[config.mk]
export PLATFORM = sky130hd
export DESIGN_NAME = ioctl_sdram_arbiter
export DESIGN_NICKNAME = d
export VERILOG_FILES = /design/src/rtl/ioctl_sdram_arbiter.sv
export SDC_FILE = /design/constraint.sdc
export NUM_CORES = 1
export LEC_CHECK = 0
export CAP_MARGIN = 30
export CELL_PAD_IN_SITES_DETAIL_PLACEMENT = 1
export CELL_PAD_IN_SITES_GLOBAL_PLACEMENT = 1
export CORE_MARGIN = 5
export CORE_UTILIZATION = 37
export DETAILED_ROUTE_END_ITERATION = 12
export HOLD_SLACK_MARGIN = 0.12
export PLACE_DENSITY_LB_ADDON = 0.3
export SLEW_MARGIN = 20
export SYNTH_ARGS = -nofsm -noshare
export SYNTH_HDL_FRONTEND = slang
export SYNTH_SLANG_ARGS = --single-unit
[constraint.sdc]
create_clock -name clk_sys -period 2.7 [get_ports clk_sys]
set_clock_uncertainty 0.2 [all_clocks]
set_input_delay 0.405 -clock clk_sys [delete_from_list [all_inputs] [get_ports clk_sys]]
set_output_delay 0.405 -clock clk_sys [all_outputs]
set_load 0.1 [all_outputs]
[src/rtl/ioctl_sdram_arbiter.sv]
// Front end for the single-port 8-bit sdram controller: FIFO-buffered data_io
// download writes take absolute priority over round-robin core request ports.
module ioctl_sdram_arbiter #(
    parameter int unsigned ADDR_W     = 16,
    parameter int unsigned CHANNELS   = 2,
    parameter int unsigned FIFO_DEPTH = 4,
    parameter int unsigned DL_BASE    = 0,
    parameter int unsigned DL_LIMIT   = 65535
) (
    input  logic                       clk_sys,
    input  logic                       reset,
    input  logic                       ioctl_download,
    input  logic                       ioctl_wr,
    input  logic [24:0]                ioctl_addr,
    input  logic [7:0]                 ioctl_dout,
    input  logic [CHANNELS-1:0]        req,
    input  logic [CHANNELS-1:0]        we,
    input  logic [CHANNELS*ADDR_W-1:0] addr,
    input  logic [CHANNELS*8-1:0]      wdata,
    output logic [CHANNELS-1:0]        ack,
    output logic [7:0]                 rdata,
    output logic [ADDR_W-1:0]          sdram_addr,
    output logic [7:0]                 sdram_din,
    output logic                       sdram_rd,
    output logic                       sdram_we,
    input  logic [7:0]                 sdram_dout,
    input  logic                       sdram_ready,
    output logic                       dl_busy,
    output logic                       dl_done,
    output logic                       dl_overflow,
    output logic                       dl_range_err
);
    localparam int unsigned FAW = $clog2(FIFO_DEPTH);
    localparam int unsigned CW  = (CHANNELS > 1) ? $clog2(CHANNELS) : 1;
    localparam int unsigned SW  = ADDR_W + 1;

    typedef enum logic [1:0] {S_IDLE, S_ISSUE, S_DONE} state_t;
    state_t r_state, w_state_next;

    logic [ADDR_W+7:0] r_mem [FIFO_DEPTH];
    logic [FAW-1:0]    r_wptr, r_rptr;
    logic [FAW:0]      r_count, w_count_next;
    logic              w_empty, w_full, w_push, w_pop, w_range_bad, w_fifo_drop;
    logic [SW-1:0]     w_sum;

    logic              r_fgrant, r_we;
    logic [CW-1:0]     r_sel, r_rr, w_core_sel, w_cand;
    logic              w_core_hit;
    logic [ADDR_W-1:0] r_addr;
    logic [7:0]        r_din, r_rdata;
    logic [ADDR_W-1:0] w_ch_addr  [CHANNELS];
    logic [7:0]        w_ch_wdata [CHANNELS];

    logic r_dl_q, r_dl_seen, r_dl_done, r_overflow, r_range_err;
    logic w_dl_rise, w_dl_end;

    for (genvar g = 0; g < CHANNELS; g++) begin : g_ch
        assign w_ch_addr[g]  = addr[g*ADDR_W +: ADDR_W];
        assign w_ch_wdata[g] = wdata[g*8 +: 8];
    end

    assign w_sum        = SW'(ioctl_addr[ADDR_W-1:0]) + SW'(DL_BASE);
    assign w_empty      = (r_count == '0);
    assign w_full       = (r_count == (FAW+1)'(FIFO_DEPTH));
    assign w_pop        = (r_state == S_DONE) && r_fgrant;
    assign w_range_bad  = ioctl_wr && (w_sum > SW'(DL_LIMIT));
    assign w_fifo_drop  = ioctl_wr && !w_range_bad && w_full && !w_pop;
    assign w_push       = ioctl_wr && !w_range_bad && (!w_full || w_pop);
    assign w_count_next = r_count + (FAW+1)'(w_push) - (FAW+1)'(w_pop);
    assign w_dl_rise    = ioctl_download && !r_dl_q;
    // Looking at the post-edge FIFO count lets the pulse land right after the last pop.
    assign w_dl_end     = r_dl_seen && !ioctl_download && (w_count_next == '0);

    always_ff @(posedge clk_sys) begin
        if (reset) begin
            r_wptr  <= '0;
            r_rptr  <= '0;
            r_count <= '0;
        end else begin
            if (w_push) begin
                r_mem[r_wptr] <= {w_sum[ADDR_W-1:0], ioctl_dout};
                r_wptr        <= r_wptr + 1'b1;
            end
            if (w_pop) r_rptr <= r_rptr + 1'b1;
            r_count <= w_count_next;
        end
    end

    always_comb begin
        w_core_hit = 1'b0;
        w_core_sel = '0;
        w_cand     = '0;
        for (int unsigned k = 0; k < CHANNELS; k++) begin
            w_cand = CW'((32'(r_rr) + k) % CHANNELS);
            if (!w_core_hit && req[w_cand]) begin
                w_core_hit = 1'b1;
                w_core_sel = w_cand;
            end
        end
    end

    always_ff @(posedge clk_sys) begin
        if (reset) r_state <= S_IDLE;
        else       r_state <= w_state_next;
    end

    always_comb begin
        w_state_next = r_state;
        case (r_state)
            S_IDLE:  if (!w_empty || w_core_hit) w_state_next = S_ISSUE;
            S_ISSUE: if (sdram_ready) w_state_next = S_DONE;
            S_DONE:  w_state_next = S_IDLE;
            default: w_state_next = S_IDLE;
        endcase
    end

    always_comb begin
        sdram_rd = (r_state == S_ISSUE) && !r_we;
        sdram_we = (r_state == S_ISSUE) && r_we;
        ack      = '0;
        if ((r_state == S_DONE) && !r_fgrant) ack[r_sel] = 1'b1;
    end

    always_ff @(posedge clk_sys) begin
        if (reset) begin
            r_fgrant <= 1'b0;
            r_we     <= 1'b0;
            r_sel    <= '0;
            r_rr     <= '0;
            r_addr   <= '0;
            r_din    <= '0;
            r_rdata  <= '0;
        end else begin
            case (r_state)
                S_IDLE: begin
                    if (!w_empty) begin
                        r_fgrant        <= 1'b1;
                        r_we            <= 1'b1;
                        {r_addr, r_din} <= r_mem[r_rptr];
                    end else if (w_core_hit) begin
                        r_fgrant <= 1'b0;
                        r_sel    <= w_core_sel;
                        r_we     <= we[w_core_sel];
                        r_addr   <= w_ch_addr[w_core_sel];
                        r_din    <= w_ch_wdata[w_core_sel];
                    end
                end
                S_ISSUE: if (sdram_ready && !r_we) r_rdata <= sdram_dout;
                S_DONE:  if (!r_fgrant) r_rr <= (r_sel == CW'(CHANNELS-1)) ? '0 : r_sel + 1'b1;
                default: ;
            endcase
        end
    end

    always_ff @(posedge clk_sys) begin
        if (reset) begin
            r_dl_q      <= 1'b0;
            r_dl_seen   <= 1'b0;
            r_dl_done   <= 1'b0;
            r_overflow  <= 1'b0;
            r_range_err <= 1'b0;
        end else begin
            r_dl_q    <= ioctl_download;
            r_dl_done <= w_dl_end;
            if (ioctl_download)  r_dl_seen <= 1'b1;
            else if (w_dl_end)   r_dl_seen <= 1'b0;
            if (w_range_bad)     r_range_err <= 1'b1;
            else if (w_dl_rise)  r_range_err <= 1'b0;
            if (w_fifo_drop)     r_overflow <= 1'b1;
            else if (w_dl_rise)  r_overflow <= 1'b0;
        end
    end

    assign rdata        = r_rdata;
    assign sdram_addr   = r_addr;
    assign sdram_din    = r_din;
    assign dl_busy      = ioctl_download || !w_empty || ((r_state != S_IDLE) && r_fgrant);
    assign dl_done      = r_dl_done;
    assign dl_overflow  = r_overflow;
    assign dl_range_err = r_range_err;

endmodule

==> results by group, run 1 <==
Run status
  • Status: completed

Global routing
  • Largest net degree at the start of global routing: 51
  • First-pass GRT wire length: 23.7 mm
  • Met3 GRT Util: 5.28%
  • Vias in the first global route: 4244
  • Tot GR Track Use: 16.0%
  • Met1 Track Usage GR: 19.1%
  • Overflow after GRT: 0
  • GR Util met2: 27.8%
  • Most used routing layer: met2
  • Initial antenna violation count: 0

CTS
  • CTS tree: built
  • Max clock buf depth: 2
  • Clock Tree Root: clkbuf_16
  • Clock latency on the worst-skew pair: 0.42 ns
  • Clock buffer count from CTS: 17
  • Clock sinks: 147
  • H-tree depth: 4
  • Clock Pin Slew Worst Setup and Hold Paths: 0.06 ns

Timing
  • Fin Hold WS: 0.296 ns
  • Final worst slack: 0.110 ns
  • RSZ-0062 raised after global routing: true
  • Slew HR: 50.5%
  • Worst-Margin Slew: 0.740 ns
  • Tmin final: 2.59 ns
  • Fmax: 0.386 GHz
  • Final-report hold violation count: 0
  • Final worst path period share: 95.9%
  • # setup viols final: 0
  • Slew Limit Fails: 0

Flow run
  • Max_cap viols: 0

Setup path
  • Critical path arrival: 2.74 ns
  • CP Launch Type: register
  • Worst reg2reg path depth: 11
  • FF-to-FF setup slack: 0.11 ns
  • Critical R2R Capture: dl_done
  • Maximum fanout along the worst path: 2
  • CP endpoint kind: register
  • Required @ worst endpoint: 2.85 ns
  • CP max stage cell: fa_2
  • CP cell instances: and3b_1 -> o41ai_4 -> ha_1 -> inv_2 -> ha_1 -> inv_1 -> fa_2 -> xnor2_2 -> xnor2_1 -> and3b_1 -> nor3b_2
  • Setup CP Type: reg2reg
  • RR Startpoint: r_state[0]
  • CP peak stage delay: 0.35 ns

Pwr
  • Total net switching power: 0.00332 W
  • Tot Pwr: 0.00837 W
  • Clock power frac: 28.1%
  • Static leakage power: 2.95 nW
  • Seq pwr share: 34.6%
  • Gate power share: 37.4%
  • Peak VDD IR: 0.000557 V
  • Sw Ratio: 39.7%
  • P_int: 0.00505 W
  • PwrDens: 1020 nW/um2

Final layout
  • Core Util, Final: 50.1%
  • Fill count: 1604
  • Footprint of the multi-input gates: 2020 um2
  • Sequential cell area: 3910 um2
  • Layout overhead on the synthesized area: 34.7%
  • Share of cells above drive strength 1: 27.0%
  • Post-route cell area: 8220 um2
  • Final Net Count: 633
  • ANT cells: 0

Routing
  • Drt first pass iters: 4
  • DRC Markers: 0
  • Vias/cell: 4.95
  • Wire length per cell: 19.6 um
  • Via Count: 3767
  • Antenna-violating nets left: 0
  • Drt initial violations: 181
  • Total wire length: 14.9 mm

Floorplan
  • Initial Util: 37.2%
  • Core Footprint: 16400 um2
  • # IOs: 138
  • DIE AREA: 19200 um2
  • Die Wd: 138 um
  • Die Span Y: 138 um
  • Rows: 47

Hold path
  • Hold_sp: r_dl_seen
  • Hold Path Depth: 2
  • Worst Hold Class: reg2reg
  • Hold Path End: dl_done

Yosys
  • Synthesized flop and latch total: 147
  • Synth Cell Area: 6110 um2
  • Cells after Synth: 386
  • Async set or reset register ratio after synthesis: 0%
  • Post-synth EDFFs: 96
  • Register area share after synthesis: 63.9%
  • Synth Area per Inst: 15.8 um2
  • Top FF cell, synth: edfxtp_1
  • Yosys cell types: 44
  • Ys Warns: 0
  • Net Count, Synth: 491

Place
  • Placer Congestion: 0.696
  • Placed inst area: 7600 um2
  • I/O Buffers: 127
  • Post-DP HPWL: 10.3 mm
  • Place WS: -0.167 ns
worst max-delay path, delay by kind of cell, from the launching register on:
family	cells	cell delay [ns]
compound gates	1	0.24
xor+xnor	2	0.32
fa+ha+maj	3	0.79
buf+inv	2	0.11
flops	1	0.33
simple gates	3	0.55
worst max path at each step:
stage	start	endpoint	slack, ns	cells past startpoint
final	r_state[0]	dl_done	0.11	11
after CTS	r_count[2]	dl_done	0.002	11
after detailed placement	ioctl_wr	r_dl_seen	-0.17	11
after floorplan	r_state[0]	dl_done	-0.08	12
after global placement	ioctl_wr	r_dl_seen	-0.14	11
after global routing	r_count[2]	dl_done	-0.03	11
per-stage QoR:
step           instances  setup TNS [ns]
2_1_floorplan        386          -0.147
3_3_place_gp         727          -0.266
3_5_place_dp         727          -0.332
4_1_cts              759               0
5_1_grt              761         -0.0554
6_report             761               0
logic make-up after synthesis:
group | after synthesis | share of synthesized area (%)
buffers and inverters | 34 | 3.50
AO/OA/AOI/OAI | 34 | 7.03
AND/OR/NAND/NOR | 99 | 8.22
multiplexers | 59 | 15.0
XOR/XNOR | 5 | 0.717
other | 1 | 0.0614
flip-flops | 147 | 63.9
adder cells (fa/ha/maj) | 7 | 1.56
area by class of cell:
class / count / area share (%)
Sequential cell: 147 / 47.5
Timing Repair Buffer: 149 / 17.0
Tap cell: 220 / 3.35
Clock inverter: 13 / 1.93
Multi-Input combinational cell: 205 / 24.6
Inverter: 8 / 0.365
Clock buffer: 19 / 5.27
layout by cell type (no fill, tap or decap), types with 17 or more instances in the layout:
master	netlist	final
dfxtp_1	51	47
nor3_1	27	27
mux4_2	18	18
nor2_1	47	47
edfxtp_1	96	96
clkdlybuf4s50_1	0	87
buf_4	9	56
a2111oi_2	18	18
mux2i_1	34	34
clkbuf_16	0	17
Yosys cell counts, types with 2 or more instances:
| cell | instances | area (um2) |
|---|---|---|
| mux4_1 | 6 | 158 |
| o21ai_0 | 3 | 15.0 |
| buf_6 | 2 | 22.5 |
| nand2_1 | 2 | 7.51 |
| clkbuf_1 | 4 | 15.0 |
| mux2i_1 | 34 | 340 |
| buf_1 | 3 | 11.3 |
| nor2_1 | 47 | 176 |
| a21oi_1 | 3 | 15.0 |
| nor3b_1 | 4 | 30.0 |
| mux4_2 | 18 | 405 |
| ha_1 | 6 | 75.1 |
| buf_4 | 9 | 67.6 |
| and3b_1 | 3 | 26.3 |
| dfxtp_1 | 51 | 1020 |
| edfxtp_1 | 96 | 2880 |
| a2111oi_2 | 18 | 270 |
| buf_8 | 2 | 30.0 |
| nor3_1 | 27 | 135 |
| xnor2_1 | 4 | 35.0 |
| buf_2 | 3 | 15.0 |
| a2111oi_0 | 5 | 43.8 |
| clkbuf_4 | 3 | 22.5 |
| inv_1 | 8 | 30.0 |
| and2_1 | 6 | 37.5 |
state kept, by name, indices dropped and copies added, names as in the netlist, named ones only:
register	cells
r_count	3
r_rptr	2
sdram_addr	16
r_dl_seen	1
r_sel	1
r_wptr	2
r_mem	96
r_dl_q	1
r_rr	1
dl_done	1
r_state	2
dl_overflow	1
r_we	1
rdata	8
sdram_din	8
r_fgrant	1
power by group through the flow:
stage	Sequential (W)	Clock, W	Combinational [W]
after global placement	0.00292	0	0.00308
final	0.00289	0.00235	0.00313
after detailed placement	0.00294	0	0.00314
after CTS	0.00290	0.00240	0.00316
after floorplan	0.00416	0	0.00113
after global routing	0.00293	0.00253	0.00330
metal layers:
| metal | up-vias | wire (um) |
|---|---|---|
| met5 | - | 0 |
| met1 | 1890 | 6210 |
| met4 | 0 | 129 |
| li1 | 1781 | - |
| met3 | 12 | 673 |
| met2 | 84 | 7920 |
timing repair:
item,4_1_cts,5_1_grt
hold buffers,0,0
buffers inserted,0,2
setup endpoints to repair,2,2
pin swaps,3,0
resized for setup,1,4
Note: power is estimated with default switching activity, not from simulation.
==> inputs of run 2 (changes only) <==
Settings changed: CAP_MARGIN 30 to 20.
==> results of run 2 <==
The final DEF is identical to that of run 1; final timing and power are the same.
